### config.mk
export PLATFORM = sky130hd
export DESIGN_NAME = axi_lite_slave_regfile
export DESIGN_NICKNAME = d
export VERILOG_FILES = /design/src/rtl/axi_lite_slave_regfile.sv
export SDC_FILE = /design/constraint.sdc
export NUM_CORES = 1
export LEC_CHECK = 0
export CORE_MARGIN = 1.5
export CORE_UTILIZATION = 44
export DETAILED_ROUTE_END_ITERATION = 12
export PLACE_DENSITY_LB_ADDON = 0.25
export RECOVER_POWER = 25
export SYNTH_ARGS = -nofsm -noshare
export SYNTH_HDL_FRONTEND = slang
export SYNTH_SLANG_ARGS = --single-unit
### constraint.sdc
create_clock -name clk -period 1.9 [get_ports clk]
set_input_delay 0.38 -clock clk [delete_from_list [all_inputs] [get_ports clk]]
set_output_delay 0.38 -clock clk [all_outputs]
set_load 0.02 [all_outputs]
### src/rtl/axi_lite_slave_regfile.sv
// AXI4-Lite subordinate register file: NUM_REGS x 32-bit registers, byte-strobe writes,
// independent write (AW/W/B) and read (AR/R) channels, SLVERR for out-of-range accesses.
module axi_lite_slave_regfile #(
    parameter int unsigned ADDR_W   = 32,
    parameter int unsigned NUM_REGS = 8
) (
    input  logic                          clk,
    input  logic                          rst_n,
    input  logic [ADDR_W-1:0]             awaddr_i,
    input  logic                          awvalid_i,
    output logic                          awready_o,
    input  logic [31:0]                   wdata_i,
    input  logic [3:0]                    wstrb_i,
    input  logic                          wvalid_i,
    output logic                          wready_o,
    output logic [1:0]                    bresp_o,
    output logic                          bvalid_o,
    input  logic                          bready_i,
    input  logic [ADDR_W-1:0]             araddr_i,
    input  logic                          arvalid_i,
    output logic                          arready_o,
    output logic [31:0]                   rdata_o,
    output logic [1:0]                    rresp_o,
    output logic                          rvalid_o,
    input  logic                          rready_i,
    output logic [NUM_REGS*32-1:0]        regs_o,
    output logic                          wr_pulse_o,
    output logic [$clog2(NUM_REGS)-1:0]   wr_idx_o
);

    localparam int unsigned IDX_W  = $clog2(NUM_REGS);
    localparam logic [1:0]  OKAY   = 2'b00;
    localparam logic [1:0]  SLVERR = 2'b10;

    logic             aw_held_q, aw_held_d;
    logic             aw_ok_q, aw_ok_d;
    logic [IDX_W-1:0] aw_idx_q, aw_idx_d;
    logic             w_held_q, w_held_d;
    logic [31:0]      wdata_q, wdata_d;
    logic [3:0]       wstrb_q, wstrb_d;
    logic             bvalid_q, bvalid_d;
    logic [1:0]       bresp_q, bresp_d;
    logic             wr_pulse_q, wr_pulse_d;
    logic [IDX_W-1:0] wr_idx_q, wr_idx_d;
    logic             rvalid_q, rvalid_d;
    logic [1:0]       rresp_q, rresp_d;
    logic [31:0]      rdata_q, rdata_d;
    logic [31:0]      regs_q [NUM_REGS];
    logic [31:0]      regs_d [NUM_REGS];

    logic             aw_hs, w_hs, ar_hs, commit;
    logic             aw_in_range, ar_in_range;
    logic [IDX_W-1:0] aw_idx_in, ar_idx_in;
    logic             unused_addr_bits;

    // Decode on the handshake; all bits above the index must be zero (no aliasing).
    assign aw_in_range = (awaddr_i[ADDR_W-1:IDX_W+2] == '0);
    assign ar_in_range = (araddr_i[ADDR_W-1:IDX_W+2] == '0);
    assign aw_idx_in   = awaddr_i[IDX_W+1:2];
    assign ar_idx_in   = araddr_i[IDX_W+1:2];
    assign unused_addr_bits = ^{awaddr_i[1:0], araddr_i[1:0]};

    assign awready_o = !aw_held_q && !bvalid_q;
    assign wready_o  = !w_held_q && !bvalid_q;
    assign arready_o = !rvalid_q;

    assign aw_hs  = awvalid_i && awready_o;
    assign w_hs   = wvalid_i && wready_o;
    assign ar_hs  = arvalid_i && arready_o;
    assign commit = aw_held_q && w_held_q;

    always_comb begin
        aw_held_d  = aw_held_q;
        aw_ok_d    = aw_ok_q;
        aw_idx_d   = aw_idx_q;
        w_held_d   = w_held_q;
        wdata_d    = wdata_q;
        wstrb_d    = wstrb_q;
        bvalid_d   = bvalid_q;
        bresp_d    = bresp_q;
        wr_pulse_d = 1'b0;
        wr_idx_d   = wr_idx_q;
        regs_d     = regs_q;

        if (aw_hs) begin
            aw_held_d = 1'b1;
            aw_ok_d   = aw_in_range;
            aw_idx_d  = aw_idx_in;
        end
        if (w_hs) begin
            w_held_d = 1'b1;
            wdata_d  = wdata_i;
            wstrb_d  = wstrb_i;
        end

        if (commit) begin
            aw_held_d = 1'b0;
            w_held_d  = 1'b0;
            bvalid_d  = 1'b1;
            if (aw_ok_q) begin
                for (int k = 0; k < 4; k++) begin
                    if (wstrb_q[k]) begin
                        regs_d[aw_idx_q][8*k +: 8] = wdata_q[8*k +: 8];
                    end
                end
                bresp_d    = OKAY;
                wr_pulse_d = 1'b1;
                wr_idx_d   = aw_idx_q;
            end else begin
                bresp_d = SLVERR;
            end
        end else if (bvalid_q && bready_i) begin
            bvalid_d = 1'b0;
        end
    end

    // Reads sample regs_q, so a read coinciding with a commit returns the old value.
    always_comb begin
        rvalid_d = rvalid_q;
        rresp_d  = rresp_q;
        rdata_d  = rdata_q;
        if (ar_hs) begin
            rvalid_d = 1'b1;
            if (ar_in_range) begin
                rdata_d = regs_q[ar_idx_in];
                rresp_d = OKAY;
            end else begin
                rdata_d = '0;
                rresp_d = SLVERR;
            end
        end else if (rvalid_q && rready_i) begin
            rvalid_d = 1'b0;
        end
    end

    always_ff @(posedge clk or negedge rst_n) begin
        if (!rst_n) begin
            aw_held_q  <= 1'b0;
            aw_ok_q    <= 1'b0;
            aw_idx_q   <= '0;
            w_held_q   <= 1'b0;
            wdata_q    <= '0;
            wstrb_q    <= '0;
            bvalid_q   <= 1'b0;
            bresp_q    <= OKAY;
            wr_pulse_q <= 1'b0;
            wr_idx_q   <= '0;
            rvalid_q   <= 1'b0;
            rresp_q    <= OKAY;
            rdata_q    <= '0;
            regs_q     <= '{default: '0};
        end else begin
            aw_held_q  <= aw_held_d;
            aw_ok_q    <= aw_ok_d;
            aw_idx_q   <= aw_idx_d;
            w_held_q   <= w_held_d;
            wdata_q    <= wdata_d;
            wstrb_q    <= wstrb_d;
            bvalid_q   <= bvalid_d;
            bresp_q    <= bresp_d;
            wr_pulse_q <= wr_pulse_d;
            wr_idx_q   <= wr_idx_d;
            rvalid_q   <= rvalid_d;
            rresp_q    <= rresp_d;
            rdata_q    <= rdata_d;
            regs_q     <= regs_d;
        end
    end

    always_comb begin
        regs_o = '0;
        for (int i = 0; i < NUM_REGS; i++) begin
            regs_o[32*i +: 32] = regs_q[i];
        end
    end

    assign bvalid_o   = bvalid_q;
    assign bresp_o    = bresp_q;
    assign wr_pulse_o = wr_pulse_q;
    assign wr_idx_o   = wr_idx_q;
    assign rvalid_o   = rvalid_q;
    assign rresp_o    = rresp_q;
    assign rdata_o    = rdata_q;

endmodule
After elaboration in Yosys (flattened, before gate mapping)

Cells that the tools add are included.

Flip-flop bits (word level): 340
Logic and storage cells: 84
Input bits: 107

Reductions and logical operators: 20
Magnitude comparators: 3
Multiplexer cells: 38
Bitwise logic cells: 2

Operators by type and width:

| cell                                                        | count |
|---|---|
| two-way mux 256 bit                                         | 10 |
| bitwise mux 256 bit                                         | 4 |
| demux 32 bit (select 3 bit)                                 | 4 |
| two-way mux 32 bit                                          | 4 |
| binary-select mux 32 bit (select 3 bit)                     | 1 |
| logical NOT 27 bit                                          | 2 |
| two-way mux 24 bit                                          | 1 |
| two-way mux 16 bit                                          | 1 |
| two-way mux 1 bit                                           | 10 |
| logical AND 1 bit                                           | 9 |
| >= comparator 4 bit (second input constant)                 | 2 |
| two-way mux 8 bit                                           | 1 |
| inverter 3 -> 4 bit                                         | 2 |
| nonzero test 2 bit                                          | 4 |
| logical NOT 1 bit                                           | 4 |
| less-than comparator 4 x 1 -> 1 bit (second input constant) | 1 |
| two-way mux 2 bit                                           | 2 |
| AND reduction 2 bit                                         | 1 |

Logic depth before layout (Yosys ltp)

Gate-level depths: netlist of the first run.

Word-level depth: 19
Mapped depth: 6
Depth with buffers taken out: 4

Worst setup path after synthesis of the first run

Ideal clock, no wire load.

Path kind: flip-flop to flip-flop
Start: reg bvalid_q (netlist: bvalid_o)
End: reg wdata_q[10]
Stages on the path, launching flop included: 6
Setup time: 125 ps
Required time: 1,775 ps
Path slack: 53 ps
Arrival: 1,723 ps
Path buffers: 2
Cells stage by stage: dfrtp_1 > nor2_1 > and2_1 > buf_2 > buf_2 > mux2_2

Cells in the longest elaborated chain, start to end: 3

Ends and longest elaborated chain:

| item                   | RTL line | RTL |
|---|---|---|
| start, declared        | 41       | `logic bvalid_q, bvalid_d;` |
| start signal, assigned | 159      | `bvalid_q <= bvalid_d;` |
| logical NOT 1 bit      | 64       | `assign wready_o = !w_held_q && !bvalid_q;` |
| logical AND 1 bit      | 64       |  |
| named net wready_o     | 15       | `output logic wready_o,` |
| logical AND 1 bit      | 68       | `assign w_hs = wvalid_i && wready_o;` |
| end signal, assigned   | 157      | `wdata_q <= wdata_d;` |
| end, declared          | 39       | `logic [31:0] wdata_q, wdata_d;` |

The timed path passes the listed nets, and every way through them passes these cells.
A chain may end at the register's enable or synchronous reset.

Worst setup path after layout of the first run

Start: reg regs_q (netlist bit regs_o[53])
End: out regs_o[53]

RTL lines:

| item                   | RTL line | RTL |
|---|---|---|
| start, declared        | 48       | `logic [31:0] regs_q [NUM_REGS];` |
| start signal, assigned | 166      | `regs_q <= regs_d;` |
| end, declared          | 26       | `output logic [NUM_REGS*32-1:0] regs_o,` |

No word-level cell between the ends.

==> impl_metrics.tcl, run 1 <==
set metrics [dict create \
    syn_area_per_cell_um2 15.88 \
    vias 9954 \
    place_congestion 0.8035 \
    cp-end-kind "primary output" \
    die_width_um 185.2 \
    mappedNetlistArea_um2 14610 \
    synth.top_cells.by_area "dfrtp_1 58%, mux2_2 22%, mux4_2 9.9%, mux2i_1 2.2%, nor2_2 1.2%" \
    power_uw 17900 \
    critPathBufInv 1 \
    dp_hpwl_mm 29.81 \
    synthCells 920 \
    yosys.area.top_type "dfrtp_1" \
    dr.pass1.iters 4 \
    postRouteAntennaNets 0 \
    wl_per_cell_um 22.86 \
    place_area_um2 19960 \
    clk_pin_slew_worst_paths_ns 0.06 \
    clk_latency_ns 0.51 \
    dieArea_um2 34300 \
    synth-seq-cells 338 \
    startpoint "regs_o[53]$_DFFE_PN0P_" \
    maxSlewHeadroom_pct 18.99 \
    ir_worst_vdd_v 0.0005349 \
    crit_fanout 3 \
    leakagePower_uw 0.01225 \
    max_freq_mhz 534.3 \
    startpoint_type "flip-flop" \
    io_pins 408 \
    nets 1497 \
    routed_via_density 5.346 \
    synth-edff-count 0 \
    synth_flop_cell "dfrtp_1" \
    cts_tree "done" \
    cts_root_buffer "clkbuf_16" \
    grt_first_pass_wirelength_mm 63.98 \
    tightest_slew_ns 1.215 \
    antenna_found_initial 3 \
    cp_data_required_time_ns 1.52 \
    ys_warn_count 0 \
    drtIter0Drc 507 \
    crit_type "flip-flop to primary output" \
    crit_family "buffers and inverters" \
    slew_violations 0 \
    whs_ns 0.4467 \
    post_cts_buffers 0 \
    rows 66 \
    wl_mm 42.56 \
    htree_levels 2 \
    arrival_ns 1.49 \
    powerDensity_nw_per_um2 841.1 \
    finalClockSkew_ns 0.01583 \
    grt_pass1_vias 10373 \
    cts_sinks 338 \
    start_util_pct 44.78 \
    core_um2 32620 \
    synth_commonest_cells "338 x dfrtp_1, 290 x mux2_2, 64 x mux4_2" \
    cts_buffers 37 \
    drc 0 \
    setup_viol 0 \
    grt_max_degree 71 \
    slowest_delay_ns 0.62 \
    hp-start "rready_i" \
    critPathSlowestCell "clkdlybuf4s50_1" \
    overflow 0 \
    track_usage_pct 25.01 \
    n_fill_cell 2414 \
    area.growth.synth_to_final_pct 45.67 \
    status "finished, final reports clean" \
    clockBufferDepth 3 \
    finalCritPeriodShare_pct 98.50 \
    regToRegStartpoint "aw_idx_q[2]$_DFFE_PN0P_" \
    min_path_type "primary input to flip-flop" \
    cap_violations 0 \
    port_buffers 401 \
    finalHoldViolCount 0 \
    fin_area_um2 21280 \
    synthArstFlopShare_pct 100.0 \
    synth_top_area_share_pct 57.91 \
    period_minus_slack_ns 1.872 \
    crit_path_cell_trace "clkdlybuf4s50_1" \
    final_layout_size_suffix_gt1_share_pct 37.17 \
    synthDistinctLibCells 35 \
    die_y_um 185.2 \
    yosysMostFrequentCell "dfrtp_1" \
    ys_seq_area_share_pct 57.91 \
]
[placed cells by master (no fill, tap or decap), drive strengths merged, types with 32 or more instances in the layout]
master | synthesis | layout
clkdlybuf4s50 | 0 | 119
dfrtp | 338 | 338
nand2 | 42 | 42
mux4 | 64 | 64
dlymetal6s2s | 0 | 104
buf | 27 | 68
clkbuf | 12 | 64
nor2 | 32 | 32
mux2i | 32 | 32
dlygate4sd2 | 0 | 173
mux2 | 298 | 298
o21ai | 36 | 36
[where the power goes]
group | internal [uW] | switching [uW]
Sequential | 7670 | 906
Clock | 4510 | 2830
Combinational | 1030 | 951
Total | 13200 | 4690
[sequential cells by signal (all words and copies together) (netlist names), 3 cells and up]
signal    count
regs_o      256
rdata_o      32
aw_idx_q      3
wr_idx_o      3
wdata_q      32
wstrb_q       4
[layer usage]
layer,GRT usage (%),share of wire (%)
met1,32.42,42
met4,6.992,2.2
met2,41.19,49
met5,0,0.038
met3,7.000,7.4
[through the flow]
stage | utilization [%] | TNS, ns | worst slack (ns) | cells
2_1_floorplan | - | 0 | 0.05257 | 921
3_3_place_gp | 61.18 | -10.28 | -0.3808 | 1792
3_5_place_dp | 61.18 | -13.69 | -0.4784 | 1792
4_1_cts | 64.45 | 0 | 0.0002386 | 1860
5_1_grt | 65.23 | -0.01243 | -0.01243 | 1862
6_report | 65.23 | 0 | 0.02845 | 1862
[worst paths after layout]
| path | cells past startpoint | slack, ns | end |
|---|---|---|---|
| min reg2reg | 2 | 0.48 | rdata_o[12]$_DFFE_PN0P_ |
| min | 2 | 0.45 | rvalid_o$_DFFE_PN0P_ |
| max | 1 | 0.03 | regs_o[53] |
| max in group asynchronous | 3 | 0.24 | regs_o[218]$_DFFE_PN0P_ |
| min in group asynchronous | 2 | 0.67 | regs_o[26]$_DFFE_PN0P_ |
| max reg2reg | 5 | 0.09 | regs_o[5]$_DFFE_PN0P_ |
[kinds of logic (layout without fill, tap and decap cells)]
group	Yosys count	count (layout)	synth area share (%)
flip-flops	338	338	57.91
buffers and inverters	43	540	1.542
multiplexers	394	394	35.24
AND/OR/NAND/NOR	105	105	3.898
AO/OA/AOI/OAI	39	39	1.388
other	1	4	0.02567
[what timing repair did]
item | 4_1_cts | 5_1_grt
gates resized for setup | 174 | 108
endpoints found under the setup margin | 174 | 113
hold buffers | 1 | 0
hold endpoints to repair | 32 | 0
cloned | 0 | 0
[final cells by class]
class	instances	area [um2]	area share, %
well taps	442	553.0	2.599
inverters	4	15.01	0.07057
clock buffers	60	1175	5.522
clock inverters	7	98.84	0.4646
diodes	2	5.005	0.02352
multi-input cells	540	5939	27.92
repair buffers	469	5032	23.65
flip-flops and latches	338	8458	39.75
(Power assumes the default switching activity.)
==> run 2: changes to the inputs <==
--- a/config.mk
+++ b/config.mk
@@ -5,8 +5,9 @@
 export SDC_FILE = /design/constraint.sdc
 export NUM_CORES = 1
 export LEC_CHECK = 0
+export ABC_AREA = 1
 export CORE_MARGIN = 1.5
-export CORE_UTILIZATION = 44
+export CORE_UTILIZATION = 52
 export DETAILED_ROUTE_END_ITERATION = 12
 export PLACE_DENSITY_LB_ADDON = 0.25
 export RECOVER_POWER = 25
==> constraint.sdc (replaced) <==
create_clock -name clk -period 2.4 [get_ports clk]
set_input_delay 0.48 -clock clk [delete_from_list [all_inputs] [get_ports clk]]
set_output_delay 0.48 -clock clk [all_outputs]
set_load 0.02 [all_outputs]
==> run 2 against run 1 <==
Compared with the run above:
- register-to-register slack improved by 0.10 ns
- first-iteration DRC count increased to 2.9 times the previous value
- synthesized cell count increased by 92%
- sequential power decreased by 28%
- power decreased by 20%
- worst setup slack improved by 0.041 ns
- largest power group unchanged
- highest routed layer unchanged
==> impl_metrics.tcl, run 2 <==
set metrics [dict create \
    ff2ff_setup_slack_ns 0.19 \
    setup_viol 0 \
    synthDistinctLibCells 20 \
    port_buffers 401 \
    start_util_pct 52.94 \
    finalCritPeriodShare_pct 97.12 \
    mappedNetlistArea_um2 14710 \
    final_layout_size_suffix_gt1_share_pct 6.322 \
    io_pins 408 \
    synth_top_area_share_pct 57.51 \
    crit_type "flip-flop to primary output" \
    synth.top_cells.by_area "dfrtp_1 58%, o21ai_0 12%, nand2_1 11%, nor2_1 8.3%, nand3_1 3.4%" \
    r2r-end "regs_o[146]$_DFFE_PN0P_" \
    dr.pass1.iters 6 \
    max_freq_mhz 429.0 \
    ys_seq_area_share_pct 57.51 \
    cts_sinks 338 \
    utilization_pct 73.07 \
    critPathSlowestCell "clkdlybuf4s50_1" \
    ir_worst_vdd_v 0.0007686 \
    min_path_type "flip-flop to flip-flop" \
    r2r_cells 6 \
    syn_area_per_cell_um2 8.319 \
    rsz0062_at_grt "no" \
    synth-edff-count 0 \
    tightest_slew_ns 1.100 \
    layout_common_cells "420 x nand2_1, 397 x clkdlybuf4s50_1, 352 x o21ai_0" \
    synth-seq-cells 338 \
    ys_warn_count 0 \
    htree_levels 2 \
    overflow 0 \
    synthArstFlopShare_pct 100.0 \
    wl_mm 49.71 \
    slew_violations 0 \
    vias 14424 \
    crit_family "buffers and inverters" \
    hold-path-endpoint "rdata_o[27]$_DFFE_PN0P_" \
    maxSlewHeadroom_pct 26.69 \
    crit_fanout 4 \
    period_minus_slack_ns 2.331 \
    leakagePower_uw 0.009104 \
    status "finished, final reports clean" \
    post_cts_buffers 0 \
    yosysMostFrequentCell "nand2_1" \
    clk_pin_slew_worst_paths_ns 0.06 \
    cp-end-kind "primary output" \
    grt_pass1_vias 13742 \
    routed_via_density 5.665 \
    cts_root_buffer "clkbuf_16" \
    critPathBufInv 1 \
    grt_first_pass_wirelength_mm 75.75 \
    rows 61 \
    track_usage_pct 33.75 \
    cts_tree "done" \
    largest_register_ffs 256 \
    powerDensity_nw_per_um2 701.9 \
    dieArea_um2 29300 \
    whs_path_depth 2 \
    hp-start "rdata_o[27]$_DFFE_PN0P_" \
    arrival_ns 1.85 \
    cts_buffers 36 \
    synth_commonest_cells "422 x nand2_1, 352 x o21ai_0, 338 x dfrtp_1" \
    wl_per_cell_um 19.52 \
    area.growth.synth_to_final_pct 38.03 \
    dp_hpwl_mm 33.14 \
    slowest_delay_ns 0.66 \
    nets 2249 \
    crit_path_cell_trace "nor2_1, clkdlybuf4s50_1" \
    startpoint_type "flip-flop" \
    power_uw 14250 \
    finalHoldViolCount 0 \
    finalClockSkew_ns 0.01140 \
    cp_data_required_time_ns 1.92 \
    die_y_um 171.2 \
    synthCells 1768 \
    regToRegStartpoint "aw_held_q$_DFFE_PN0P_" \
    synth_flop_cell "dfrtp_1" \
    postRouteAntennaNets 0 \
    drc 0 \
    place_congestion 0.9413 \
    core_um2 27780 \
    cap_violations 0 \
    drtIter0Drc 1484 \
    yosys.area.top_type "dfrtp_1" \
    grt_max_degree 129 \
    antenna_found_initial 2 \
    clockBufferDepth 3 \
    mostFrequentLayoutCell "nand2_1" \
    clk_latency_ns 0.51 \
    die_width_um 171.2 \
    setup_tns_ns 0 \
]
[run 2: changes by cell type after synthesis, sizes merged, moves of 8 or more]
cell    previous run  this run
mux2             298         0
nand2             42       422
o21ai             36       357
nor4              10         0
nor3               1         9
inv                4        47
mux2i             32         0
nor2              32       327
a21oi              0        40
mux4              64         0
nand3              2        99
or2                2        31
clkbuf            12        40
buf               27        56
[run 2: worst max path at each step]
stage                                        from                      end  slack [ns]  depth (start not counted)
final                        w_held_q$_DFFE_PN0P_                 wready_o        0.07                          2
after global routing        aw_held_q$_DFFE_PN0P_  regs_o[146]$_DFFE_PN0P_       0.009                          5
after CTS                 aw_idx_q[2]$_DFFE_PN0P_  regs_o[214]$_DFFE_PN0P_        0.01                          5
after detailed placement  aw_idx_q[2]$_DFFE_PN0P_  regs_o[214]$_DFFE_PN0P_        0.03                          5
after global placement    aw_idx_q[2]$_DFFE_PN0P_  regs_o[216]$_DFFE_PN0P_        0.13                          4
after floorplan              rvalid_o$_DFFE_PN0P_  rdata_o[20]$_DFFE_PN0P_        0.80                          8
[run 2: metrics by stage]
| step | area [um2] | hold WS [ns] | instances | setup slack [ns] |
|---|---|---|---|---|
| global placement | 19090 | 0.4640 | 2481 | 0.1300 |
| CTS | 20340 | 0.4808 | 2545 | 0.009717 |
| detailed placement | 19090 | 0.4651 | 2481 | 0.03310 |
| global route | 20300 | 0.4917 | 2545 | 0.008636 |
| finish | 20300 | 0.4745 | 2546 | 0.06921 |
| floorplan | 14710 | 0.1844 | 1769 | 0.7973 |
[run 2: layout make-up]
class	instances	area, um2
flip-flops and latches	338	8458
multi-input cells	1288	5622
inverters	47	177.7
fillers	2109	7481
well taps	378	473.0
repair buffers	431	4327
diodes	1	2.502
clock inverters	7	123.9
clock buffers	56	1117
[run 2: worst reg2reg max path, delay by kind of cell, from the launching register on]
family / cells / cell delay (ns)
simple gates: 4 / 1.20
flops: 1 / 0.41
buf+inv: 1 / 0.33
compound gates: 1 / 0.11
[run 2: where the power goes]
part           leakage, uW  internal [uW]  switching [uW]  total, uW
Clock             0.000612           3530            2250       5780
Sequential         0.00459           6040             143       6190
Combinational      0.00390            625            1660       2280
[run 2: metal layers]
layer / part of all wire [%] / up-vias / GRT usage, %
met4: 4.1 / 2 / 14.80
met1: 37 / 6942 / 41.56
met3: 10 / 147 / 8.030
li1: - / 6495 / -
met2: 49 / 838 / 56.80
met5: 0.026 / - / 0
[run 2: cells by family after synthesis]
| group | Yosys count | share of synthesized area (%) |
|---|---|---|
| other | 1 | 0.02550 |
| DFF | 338 | 57.51 |
| AOI/OAI and AO/OA | 397 | 13.51 |
| and+or+nand+nor | 889 | 24.34 |
| buffers and inverters | 143 | 4.619 |
[run 2: timing repair]
item                       in CTS  in global routing
gates resized for setup         1                  6
setup endpoints to repair       1                126
hold endpoints to repair       45                  0
hold buffers                    1                  0
cloned                          0                  0
==> run 3: changes to the inputs <==
--- a/config.mk
+++ b/config.mk
@@ -7,7 +7,7 @@
 export LEC_CHECK = 0
 export ABC_AREA = 1
 export CORE_MARGIN = 1.5
-export CORE_UTILIZATION = 52
+export CORE_UTILIZATION = 39
 export DETAILED_ROUTE_END_ITERATION = 12
 export PLACE_DENSITY_LB_ADDON = 0.25
 export RECOVER_POWER = 25
==> run 3 against run 2 <==
Compared with the run above:
- the run now ends with max-capacitance violations, max-slew violations, negative setup slack left
- sequential cell count unchanged
- clock skew increased by 0.0034 ns
- design area is 0.91% higher
- count of clock-buffer cells in the layout increased by 4
- clock power rose by 2%
- critical path depth rose by 2
- critical endpoint is now regs_o[105]$_DFFE_PN0P_
- largest cell class unchanged
- highest routed layer unchanged
==> impl_metrics.tcl, run 3 (same netlist as run 2, synthesis figures left out) <==
set metrics [dict create \
    clk_latency_ns 0.52 \
    grt_max_degree 68 \
    failed_checks "max-capacitance violations, max-slew violations, negative setup slack" \
    slowest_delay_ns 0.78 \
    overflow 0 \
    cts_buffers 38 \
    area.growth.synth_to_final_pct 39.28 \
    htree_levels 2 \
    whs_path_depth 2 \
    die_y_um 197.2 \
    critical_path_depth 4 \
    cts_sinks 338 \
    tightest_slew_ns 1.981 \
    ff_latch_area_um2 8458 \
    place_congestion 0.8915 \
    final_layout_size_suffix_gt1_share_pct 5.996 \
    die_width_um 197.2 \
    worst_slack_ns -0.03072 \
    slew_violations 63 \
    setup_viol 4 \
    clockBufferDepth 3 \
    dr_wl_met2_mm 23.46 \
    rsz0062_at_grt "yes" \
    power_uw 14310 \
    multi_input_area_um2 5592 \
    critPathSlowestCell "nor3_1" \
    powerDensity_nw_per_um2 698.6 \
    track_usage_pct 26.27 \
    crit_fanout 16 \
    cts_tree "done" \
    rows 70 \
    finalHoldViolCount 0 \
    critPathBufInv 1 \
    grt_pass1_vias 13358 \
    crit_family "simple AND/OR/NAND/NOR gates" \
    postRouteAntennaNets 0 \
    drtIter0Drc 1045 \
    utilization_pct 55.55 \
    crit_type "flip-flop to flip-flop" \
    finalCritPeriodShare_pct 101.3 \
    cap_violations 1 \
    startpoint_type "flip-flop" \
    antenna_found_initial 3 \
    max_freq_mhz 411.4 \
    r2r_cells 4 \
    port_buffers 401 \
    drc 0 \
    period_minus_slack_ns 2.431 \
    n_fill_cell 3344 \
    start_util_pct 39.89 \
    vias 13909 \
    min_path_type "flip-flop to flip-flop" \
    finalClockSkew_ns 0.01480 \
    io_pins 408 \
    wl_met3_mm 4.339 \
    highest_layer "met5" \
    dieArea_um2 38890 \
    cts_root_buffer "clkbuf_16" \
    wl_per_cell_um 19.08 \
    clk_pin_slew_worst_paths_ns 0.07 \
    maxSlewHeadroom_pct -32.10 \
    leakagePower_uw 0.009120 \
    grt_first_pass_wirelength_mm 78.56 \
    mostFrequentLayoutCell "nand2_1" \
    crit_path_cell_trace "inv_1, nor3_1, nand2_1, o21ai_0" \
    layout_common_cells "420 x nand2_1, 397 x clkdlybuf4s50_1, 352 x o21ai_0" \
    dp_hpwl_mm 34.34 \
    cp-end-kind "flip-flop" \
    dr.pass1.iters 5 \
    drt-met1-wl_mm 21.59 \
    ir_worst_vdd_v 0.0007001 \
    core_um2 36870 \
    wl_mm 51.03 \
    routed_via_density 5.202 \
    arrival_ns 2.85 \
    status "complete, but fails checks" \
    nets 2247 \
    largest_register_ffs 256 \
    cp_data_required_time_ns 2.82 \
    post-place-ws_ns 0.03360 \
]
run 3: cell types whose count changed in the layout (fill, tap and decap cells not counted), sizes merged:
cell / delta
inv: -3
buf: -1
bufinv: -2
clkbuf: +1
diode: +1
clkinv: +6
run 3: final timing paths:
path,start,to,slack [ns]
min,rdata_o[6]$_DFFE_PN0P_,rdata_o[6]$_DFFE_PN0P_,0.49
max reg2reg,aw_idx_q[1]$_DFFE_PN0P_,regs_o[105]$_DFFE_PN0P_,-0.03
min reg2reg,rdata_o[6]$_DFFE_PN0P_,rdata_o[6]$_DFFE_PN0P_,0.49
max,aw_idx_q[1]$_DFFE_PN0P_,regs_o[105]$_DFFE_PN0P_,-0.03
min in group asynchronous,rst_n,regs_o[251]$_DFFE_PN0P_,1.04
max in group asynchronous,rst_n,wdata_q[31]$_DFFE_PN0P_,0.12
run 3: per-layer routing:
metal / GRT usage [%] / vias to the layer above
met5: 0 / -
li1: - / 6491
met1: 36.07 / 6634
met3: 5.054 / 102
met4: 9.075 / 2
met2: 41.69 / 680
run 3: area by class of cell:
cell class | instances | area share (%)
Sequential cell | 338 | 41.29
Tap cell | 504 | 3.078
Clock buffer | 60 | 5.894
Clock inverter | 8 | 0.3359
Timing Repair Buffer | 427 | 21.21
Multi-Input combinational cell | 1288 | 27.30
Inverter | 47 | 0.8673
Antenna cell | 2 | 0.02443
run 3: what timing repair did:
action                                  in CTS  in global routing
hold buffers                                 1                  0
buffers inserted                             0                  0
endpoints found under the setup margin       1                160
resized for setup                            1                  1
endpoints found under the hold margin       56                  0
run 3: worst min-delay path, cell delays in order, from the launching register on:
cell	delay, ns
dfrtp_1	0.35
nand2_1	0.05
nand2_1	0.05
run 3: metrics by stage:
step                TNS [ns]  std cells  hold slack (ns)  cell area (um2)
detailed placement         0       2603           0.4715            19210
floorplan                  0       1769           0.1844            14710
CTS                        0       2672           0.4883            20510
global route          -41.18       2674           0.5038            20480
global placement           0       2603           0.4646            19210
finish              -0.07910       2674           0.4865            20480
run 3: where the power goes:
part / internal, uW / switching, uW
Combinational: 638 / 1610
Clock: 3560 / 2330
Sequential: 6040 / 132
Total: 10200 / 4070
